`src/rtl/count_seq_if.sv`:
```
// Control, status and counter-side signals of count_sequencer grouped as one bus.
// master = requester/counter side, slave = the sequencer itself.
interface count_seq_if #(
  parameter int WIDTH = 32
);
  logic             start_in;
  logic [WIDTH-1:0] run_len_in;
  logic             pause_in;
  logic             abort_in;
  logic [WIDTH-1:0] cnt_count_in;
  logic             cnt_rst_out;
  logic             cnt_incr_out;
  logic             busy_out;
  logic             done_out;
  logic             aborted_out;
  logic [WIDTH-1:0] issued_out;
  logic             err_out;

  modport master (
    output start_in, run_len_in, pause_in, abort_in, cnt_count_in,
    input  cnt_rst_out, cnt_incr_out, busy_out, done_out, aborted_out,
           issued_out, err_out
  );

  modport slave (
    input  start_in, run_len_in, pause_in, abort_in, cnt_count_in,
    output cnt_rst_out, cnt_incr_out, busy_out, done_out, aborted_out,
           issued_out, err_out
  );
endinterface

```
`src/rtl/count_sequencer.sv`:
```
// Sequences a downstream counter through clear + N increments with pause/abort.
// Optional COUNT_SEQ_CHECK_EN adds a sticky end-of-run count mismatch flag.
module count_sequencer #(
  parameter int WIDTH = 32
) (
  input  logic        clk,
  input  logic        rst,
  count_seq_if.slave  bus
);

  typedef enum logic [1:0] {IDLE, CLEAR, RUN, DONE} state_t;

  state_t           state_q, state_d;
  logic [WIDTH-1:0] len_q, len_d;
  logic [WIDTH-1:0] issued_q, issued_d;
  logic             aborted_q, aborted_d;
  logic             incr;

  always_ff @(posedge clk or negedge rst) begin
    if (!rst) begin
      state_q   <= IDLE;
      len_q     <= '0;
      issued_q  <= '0;
      aborted_q <= 1'b0;
    end else begin
      state_q   <= state_d;
      len_q     <= len_d;
      issued_q  <= issued_d;
      aborted_q <= aborted_d;
    end
  end

  always_comb begin
    state_d   = state_q;
    len_d     = len_q;
    issued_d  = issued_q;
    aborted_d = 1'b0;
    // Abort outranks both pause and completion, so it gates the increment too.
    incr      = (state_q == RUN) && !bus.pause_in && !bus.abort_in;

    case (state_q)
      IDLE: begin
        if (bus.start_in) begin
          len_d    = bus.run_len_in;
          issued_d = '0;
          state_d  = (bus.run_len_in != '0) ? CLEAR : DONE;
        end
      end
      CLEAR: begin
        issued_d = '0;
        if (bus.abort_in) begin
          state_d   = IDLE;
          aborted_d = 1'b1;
        end else begin
          state_d = RUN;
        end
      end
      RUN: begin
        if (bus.abort_in) begin
          state_d   = IDLE;
          aborted_d = 1'b1;
        end else if (incr) begin
          issued_d = issued_q + {{(WIDTH-1){1'b0}}, 1'b1};
          if (issued_q == len_q - {{(WIDTH-1){1'b0}}, 1'b1})
            state_d = DONE;
        end
      end
      DONE: begin
        state_d = IDLE;
      end
      default: begin
        state_d = IDLE;
      end
    endcase
  end

  assign bus.cnt_rst_out  = (state_q == CLEAR);
  assign bus.cnt_incr_out = incr;
  assign bus.busy_out     = (state_q != IDLE);
  assign bus.done_out     = (state_q == DONE);
  assign bus.aborted_out  = aborted_q;
  assign bus.issued_out   = issued_q;

`ifdef COUNT_SEQ_CHECK_EN
  logic err_q, err_d;

  // Zero-length runs never touch the counter, so they are not checked.
  always_comb begin
    err_d = err_q;
    if ((state_q == DONE) && (len_q != '0) && (bus.cnt_count_in != len_q))
      err_d = 1'b1;
  end

  always_ff @(posedge clk or negedge rst) begin
    if (!rst) err_q <= 1'b0;
    else      err_q <= err_d;
  end

  assign bus.err_out = err_q;
`else
  logic unused_cnt_count;
  assign unused_cnt_count = ^bus.cnt_count_in;
  assign bus.err_out      = 1'b0;
`endif

endmodule

```
`src/flat_wrapper.sv`:
```
// flat-port wrapper written by rule: the top's interface ports become plain ports
module count_sequencer_flat 
#(
  parameter int WIDTH = 32
)
  (clk, rst, bus_start_in, bus_run_len_in, bus_pause_in, bus_abort_in, bus_cnt_count_in, bus_cnt_rst_out, bus_cnt_incr_out, bus_busy_out, bus_done_out, bus_aborted_out, bus_issued_out, bus_err_out);
  count_seq_if #(.WIDTH(WIDTH)) bus_i ();
  input  logic clk;
  input  logic rst;
  input wire logic [$bits(bus_i.start_in)-1:0] bus_start_in;
  input wire logic [$bits(bus_i.run_len_in)-1:0] bus_run_len_in;
  input wire logic [$bits(bus_i.pause_in)-1:0] bus_pause_in;
  input wire logic [$bits(bus_i.abort_in)-1:0] bus_abort_in;
  input wire logic [$bits(bus_i.cnt_count_in)-1:0] bus_cnt_count_in;
  output wire logic [$bits(bus_i.cnt_rst_out)-1:0] bus_cnt_rst_out;
  output wire logic [$bits(bus_i.cnt_incr_out)-1:0] bus_cnt_incr_out;
  output wire logic [$bits(bus_i.busy_out)-1:0] bus_busy_out;
  output wire logic [$bits(bus_i.done_out)-1:0] bus_done_out;
  output wire logic [$bits(bus_i.aborted_out)-1:0] bus_aborted_out;
  output wire logic [$bits(bus_i.issued_out)-1:0] bus_issued_out;
  output wire logic [$bits(bus_i.err_out)-1:0] bus_err_out;
  assign bus_i.start_in = bus_start_in;
  assign bus_i.run_len_in = bus_run_len_in;
  assign bus_i.pause_in = bus_pause_in;
  assign bus_i.abort_in = bus_abort_in;
  assign bus_i.cnt_count_in = bus_cnt_count_in;
  assign bus_cnt_rst_out = bus_i.cnt_rst_out;
  assign bus_cnt_incr_out = bus_i.cnt_incr_out;
  assign bus_busy_out = bus_i.busy_out;
  assign bus_done_out = bus_i.done_out;
  assign bus_aborted_out = bus_i.aborted_out;
  assign bus_issued_out = bus_i.issued_out;
  assign bus_err_out = bus_i.err_out;
  count_sequencer #(.WIDTH(WIDTH)) u_core (.clk(clk), .rst(rst), .bus(bus_i));
endmodule
```
`config.mk`:
```
export PLATFORM = sky130hd
export DESIGN_NAME = count_sequencer_flat
export DESIGN_NICKNAME = d
export VERILOG_FILES = /design/src/rtl/count_seq_if.sv /design/src/rtl/count_sequencer.sv /design/src/flat_wrapper.sv
export SDC_FILE = /design/constraint.sdc
export NUM_CORES = 1
export LEC_CHECK = 0
export CAP_MARGIN = 20
export CORE_ASPECT_RATIO = 2
export CORE_MARGIN = 8
export CORE_UTILIZATION = 45
export CTS_CLUSTER_DIAMETER = 150
export DETAILED_ROUTE_END_ITERATION = 16
export PLACE_DENSITY = 0.77
export SLEW_MARGIN = 20
export SYNTH_ARGS = -nofsm -noshare
export SYNTH_HDL_FRONTEND = slang
export SYNTH_SLANG_ARGS = --single-unit
export TNS_END_PERCENT = 1
```
`constraint.sdc`:
```
create_clock -name clk -period 2.8 [get_ports clk]
set_clock_uncertainty 0.15 [all_clocks]
set_input_delay 0.84 -clock clk [delete_from_list [all_inputs] [get_ports clk]]
set_output_delay 0.84 -clock clk [all_outputs]
set_load 0.02 [all_outputs]
```
==> run_results.csv, run 1 <==
group,metric,value,unit
run_status,status,"complete, but fails checks",
run_status,violations,"setup timing",
die,dieArea,12900,sq um
sta,rsz0062_at_grt,"true",
critical_path,critical_path_class,"reg2reg",
critical_path,cp_common_cell,"or4_4",
critical_path,cp_top_family,"simple AND/OR/NAND/NOR gates",
sta,tightest_slew,0.578,ns
synthesis,syn_inst,449,
placement,portBuffers,73,
critical_path,r2r_cells,7,
cts,clockBufferDepth,2,
critical_path,worstPathCellList,"or4_4, or4_4, or4_4, o31ai_2, and4_1, nand4_1, a21oi_1",
die,rows,50,
drt,drcViolationCount,0,
synthesis,synth_top_family_by_area,"simple AND/OR/NAND/NOR gates",
synthesis,synth_edf_count,0,
final_layout,diodes,0,
sta,hold_slack,0.355,ns
placement,post-dp-hpwl,10000,microns
die,fp.dieW,84.5,microns
synthesis,yosysTopAreaCell,"dfrtp_1",
synthesis,synth.mux.area_fraction,0.0853,
grt,grt_max_degree,68,
sta,min_period,2.95,ns
critical_path,critical_path.max_fanout,4,
drt,postRouteAntennaNets,0,
grt,grt_overflow,0,
sta,setup_ws,-0.148,ns
sta,setup_violations,2,
sta,hold_violations,0,
placement,routabilityCongestion,0.876,
synthesis,synth_commonest_cells,"dfrtp_1, nor2_1, mux2_2, xnor2_1",
power_and_ir_drop,p_leak,2.52,nW
die,die_h,153,microns
critical_path,slowest_stage,"or4_4",
drt,vias,4085,
power_and_ir_drop,p_per_area,844,nW/um^2
sta,slew_violations,0,
synthesis,synth_compound_area_frac,0.0898,
critical_path,slowest_delay,0.58,ns
grt,grt_pass1_wl,21500,microns
run,maxCapViolations,0,
die,core,9260,sq um
synthesis,synth_nets,525,
synthesis,ys_types,54,
synthesis,synth_most_common_cell,"dfrtp_1",
sta,fin_crit_sh,1.05,
synthesis,synthAdderAreaFrac,0.0207,
die,io_pins,107,
critical_path,worst_setup_path_start_kind,"flop",
drt,routed_wl,13200,microns
sta,fmax,0.339,GHz
cts,h-tree-depth,3,
min_path,min_path_type,"in2async",
synthesis,mappedNetlistArea,4220,sq um
placement,dpl-instance-area,5600,sq um
synthesis,ys.warnings.count,0,
cts,clock-root-buffer,"clkbuf_16",
grt,grt_usage,0.210,
die,start_util,0.456,
drt,wire_per_inst,18.9,microns
critical_path,crit_arrival,3.06,ns
grt,antenna_found_initial,0,
synthesis,yosys.area_share.simple,0.245,
drt,drt_iter0_drc,211,
drt,drtPass1Iterations,4,
synthesis,ys_async_sr_fraction,1.00,
critical_path,r2r_setup_slack,-0.15,ns
synthesis,synth.top_cell.area_share,0.397,
critical_path,cp_data_required_time,2.91,ns
drt,post_drt_via_cell_ratio,5.84,
critical_path,critPathBufInv,0,
final_layout,drive_gt1_frac,0.281,
cts,cts_tree,"yes",
final_layout,syn_to_final_growth,45.9,%
synthesis,synth.area.top_cells,"dfrtp_1, mux2_2, xnor2_1",
final_layout,nets,666,
cts,cts-buffers-inserted,9,
synthesis,ys_seq_area_frac,0.397,
power_and_ir_drop,ir_drop,0.000586,V
synthesis,syn_avg_cell_area,9.41,sq um
critical_path,end_kind,"flop",
critical_path,r2r-start,"u_core.len_q[8]$_DFFE_PN0P_",
final_layout,final_area,6160,sq um
cts,clk-insertion-delay-late,0.33,ns
synthesis,synth-xor-area-share,0.122,
synthesis,ys_seq_elements,67,
critical_path,r2r_end,"u_core.state_q[0]$_DFFE_PN0P_",
synthesis,synthFlopType,"dfrtp_1",
sta,slew_headroom,0.611,
grt,grt_pass1_vias,4514,
cts,cts_sinks,67,
cts,path_clk_slew,0.06,ns
cell type report:
type | count | area (sq um)
clock buffers | 10 | 239
clock inverters | 6 | 113
repair buffers | 147 | 1320
multi-input cells | 346 | 2620
inverters | 19 | 71.3
fillers | 728 | 3100
flip-flops and latches | 67 | 1680
well taps | 104 | 130
state kept, by name (all words and copies together) (netlist names):
name	cells
u_core.bus.issued_out	32
u_core.len_q	32
u_core.state_q	2
u_core.bus.aborted_out	1
repair_timing:
action | in CTS | in global routing
setup endpoints to repair | 17 | 10
pin swaps | 13 | 11
setup buffers | 6 | 0
gates resized for setup | 32 | 11
hold buffers | 0 | 0
worst max-delay path by stage:
stage,start,endpoint,depth (start not counted)
2_1_floorplan,u_core.len_q[0]$_DFFE_PN0P_,u_core.state_q[1]$_DFFE_PN0P_,9
3_3_place_gp,bus_abort_in,u_core.bus.issued_out[26]$_DFFE_PN0P_,8
3_5_place_dp,bus_pause_in,u_core.bus.issued_out[30]$_DFFE_PN0P_,8
4_1_cts,u_core.len_q[8]$_DFFE_PN0P_,u_core.state_q[0]$_DFFE_PN0P_,8
5_1_grt,u_core.len_q[7]$_DFFE_PN0P_,u_core.state_q[0]$_DFFE_PN0P_,10
6_report,u_core.len_q[8]$_DFFE_PN0P_,u_core.state_q[0]$_DFFE_PN0P_,7
layer usage:
layer	share of wire	routed length [microns]	up-vias	GRT usage
met5	0	0	-	0
met4	0.063	841	0	0.162
met3	0.035	468	55	0.0349
met2	0.57	7570	122	0.408
met1	0.33	4370	2012	0.179
li1	-	-	1896	-
where the power goes:
group	total (mW)	leakage [nW]	internal (mW)	switching, mW
Sequential	1.48	0.861	1.24	0.244
Combinational	2.40	1.50	1.19	1.21
Clock	1.32	0.161	0.893	0.428
cell usage in the layout (no fill, tap or decap), types with 7 or more instances in the layout:
cell type        netlist  routed
nand4_1               15      15
xor2_1                27      27
nor4_1                18      14
dfrtp_1               67      66
or4_4                  2       7
nand3_1               12      11
or3_1                 10       9
buf_4                  2      71
inv_1                 19      17
clkdlybuf4s50_1        0      66
xnor2_1               32      31
clkbuf_16              0       9
nor3_1                13       9
a21oi_1               15      15
o21ai_0               17      15
nand2_1               27      27
nor2_1                45      44
mux2_2                32      32
and3_1                 8       8
cells by family (layout without fill, tap and decap cells):
| kind of cell | count (synthesis) | count (layout) |
|---|---|---|
| buffers and inverters | 36 | 182 |
| muxes | 32 | 32 |
| DFF | 67 | 67 |
| xor gates and xnor gates | 59 | 59 |
| other | 1 | 1 |
| adders and majority gates | 7 | 7 |
| and+or+nand+nor | 189 | 189 |
| AOI/OAI and AO/OA | 58 | 58 |
metrics by stage:
stage	cells	power, mW	setup WS (ns)	util	TNS, ns
after floorplan	449	2.84	-0.116	-	-0.516
after global placement	677	3.64	-0.656	0.605	-8.60
after detailed placement	677	3.72	-0.726	0.605	-10.06
after CTS	699	5.17	-0.150	0.659	-0.271
after global routing	699	5.48	-0.282	0.666	-0.543
final	699	5.20	-0.148	0.666	-0.285
Note: power is estimated with default switching activity, not from simulation.
==> run 2, diff against run 1 <==
HOLD_SLACK_MARGIN = 0.08   (was default)
==> results of run 2 <==
The final DEF is identical to that of run 1; final timing and power are the same.
==> run 3, diff against run 2 <==
CTS_CLUSTER_DIAMETER = 30   (was 150)
SETUP_SLACK_MARGIN = 0.5   (was default)
SLEW_MARGIN = 40   (was 20)
==> run_results.csv, run 3 (synthesis results as in run 1) <==
group,metric,value,unit
sta,setup_violations,2,
drt,wire_per_inst,19.2,microns
critical_path,cp_top_family,"simple AND/OR/NAND/NOR gates",
final_layout,layout.cells.most_common,"buf_4",
sta,slew_headroom,0.595,
critical_path,cp_common_cell,"or4_4",
die,start_util,0.456,
die,dieArea,12900,sq um
power_and_ir_drop,p_sw,1.92,mW
critical_path,cp_data_required_time,2.92,ns
drt,drt_iter0_drc,205,
power_and_ir_drop,ir_drop,0.000602,V
critical_path,slowest_delay,0.58,ns
critical_path,r2r_end,"u_core.state_q[0]$_DFFE_PN0P_",
drt,postRouteAntennaNets,0,
critical_path,r2r-start,"u_core.len_q[8]$_DFFE_PN0P_",
power_and_ir_drop,swShare,0.365,
critical_path,crit_arrival,3.05,ns
critical_path,worstPathCellList,"or4_4, or4_4, or4_4, o31ai_2, and4_1, nand4_1, a21oi_1",
critical_path,r2r_setup_slack,-0.14,ns
power_and_ir_drop,p_per_area,854,nW/um^2
critical_path,r2r_cells,7,
critical_path,critical_path_class,"reg2reg",
final_layout,n_fill_cell,725,
power_and_ir_drop,internal_power,3.33,mW
critical_path,critPathBufInv,0,
sta,tightest_slew,0.602,ns
sta,fmax,0.340,GHz
drt,vias,4097,
placement,portBuffers,73,
final_layout,final_cell_mix,"buf_4, dfrtp_1, nor2_1",
cts,h-tree-depth,3,
final_layout,utilization,0.664,
power_and_ir_drop,power_frac_seq,0.283,
sta,slew_violations,0,
cts,clock-root-buffer,"clkbuf_16",
sta,rsz0062_at_grt,"true",
final_layout,syn_to_final_growth,45.5,%
sta,hold_violations,0,
grt,grt_overflow,0,
drt,drtPass1Iterations,4,
drt,routed_wl,13400,microns
run,maxCapViolations,0,
critical_path,end_kind,"flop",
cts,clockBufferDepth,2,
sta,tns,-0.259,ns
power_and_ir_drop,p_leak,2.68,nW
drt,drcViolationCount,0,
die,fp.dieW,84.5,microns
final_layout,diodes,0,
critical_path,worst_setup_path_start_kind,"flop",
die,die_h,153,microns
die,rows,50,
min_path,min_path_type,"in2async",
run_status,violations,"setup timing",
die,core,9260,sq um
cts,path_clk_slew,0.06,ns
run_status,status,"complete, but fails checks",
sta,hold_slack,0.352,ns
sta,setup_ws,-0.138,ns
power_and_ir_drop,clock_power_share,0.253,
cts,clk-insertion-delay-late,0.34,ns
grt,antenna_found_initial,0,
critical_path,slowest_stage,"or4_4",
placement,post-dp-hpwl,10000,microns
cts,cts_sinks,67,
critical_path,critical_path.max_fanout,4,
grt,grt_usage,0.214,
cts,cts_tree,"yes",
final_layout,drive_gt1_frac,0.296,
power_and_ir_drop,design_power_total,5.25,mW
power_and_ir_drop,pwr-share-comb,0.464,
final_layout,nets,666,
grt,grt_pass1_wl,21900,microns
sta,fin_crit_sh,1.05,
placement,routabilityCongestion,0.876,
grt,grt_pass1_vias,4543,
sta,min_period,2.94,ns
die,io_pins,107,
grt,grt_max_degree,68,
cts,cts-buffers-inserted,9,
drt,post_drt_via_cell_ratio,5.86,
[run 3: power by group through the flow]
stage	clock network, mW	registers, mW	logic, mW
floorplan	0	1.50	1.33
global placement	0	1.46	2.18
detailed placement	0	1.48	2.25
CTS	1.34	1.48	2.39
global route	1.39	1.52	2.62
finish	1.33	1.49	2.44
[run 3: worst reg2reg max path, cell delays in order, from the launching register on]
cell and delay [ns]:
dfrtp_1 0.37, or4_4 0.58, or4_4 0.54, or4_4 0.43, o31ai_2 0.23, and4_1 0.24
nand4_1 0.14, a21oi_1 0.17
[run 3: stage by stage]
step | instances | area, sq um | setup WS [ns]
detailed placement | 677 | 5600 | -0.726
global route | 699 | 6150 | -0.249
CTS | 699 | 6090 | -0.150
global placement | 677 | 5600 | -0.656
floorplan | 449 | 4300 | -0.116
finish | 699 | 6150 | -0.138
[run 3: area by class of cell]
cell class | count | area (sq um) | area share
Sequential cell | 67 | 1680 | 0.273
Tap cell | 104 | 130 | 0.0212
Multi-Input combinational cell | 346 | 2640 | 0.429
Clock inverter | 6 | 113 | 0.0183
Clock buffer | 10 | 239 | 0.0389
Timing Repair Buffer | 147 | 1280 | 0.208
Inverter | 19 | 71.3 | 0.0116
[run 3: timing repair]
item | in CTS | in global routing
resized for setup | 95 | 8
pin swaps | 23 | 7
buffers inserted | 6 | 0
endpoints found under the setup margin | 64 | 25
hold buffers | 0 | 0
[run 3: how the worst max path moves through the flow]
| stage | depth (start not counted) | slack (ns) | from | end |
|---|---|---|---|---|
| CTS | 8 | -0.15 | u_core.len_q[8]$_DFFE_PN0P_ | u_core.state_q[0]$_DFFE_PN0P_ |
| global placement | 8 | -0.66 | bus_abort_in | u_core.bus.issued_out[26]$_DFFE_PN0P_ |
| floorplan | 9 | -0.12 | u_core.len_q[0]$_DFFE_PN0P_ | u_core.state_q[1]$_DFFE_PN0P_ |
| detailed placement | 8 | -0.73 | bus_pause_in | u_core.bus.issued_out[30]$_DFFE_PN0P_ |
| global route | 9 | -0.25 | u_core.len_q[7]$_DFFE_PN0P_ | u_core.state_q[0]$_DFFE_PN0P_ |
| finish | 7 | -0.14 | u_core.len_q[8]$_DFFE_PN0P_ | u_core.state_q[0]$_DFFE_PN0P_ |
[run 3: per-layer routing]
| metal | track usage | routed length, microns | vias to the layer above |
|---|---|---|---|
| met3 | 0.0381 | 593 | 48 |
| met4 | 0.165 | 735 | 0 |
| li1 | - | - | 1893 |
| met2 | 0.414 | 7730 | 140 |
| met5 | 0 | 0 | - |
| met1 | 0.183 | 4370 | 2016 |
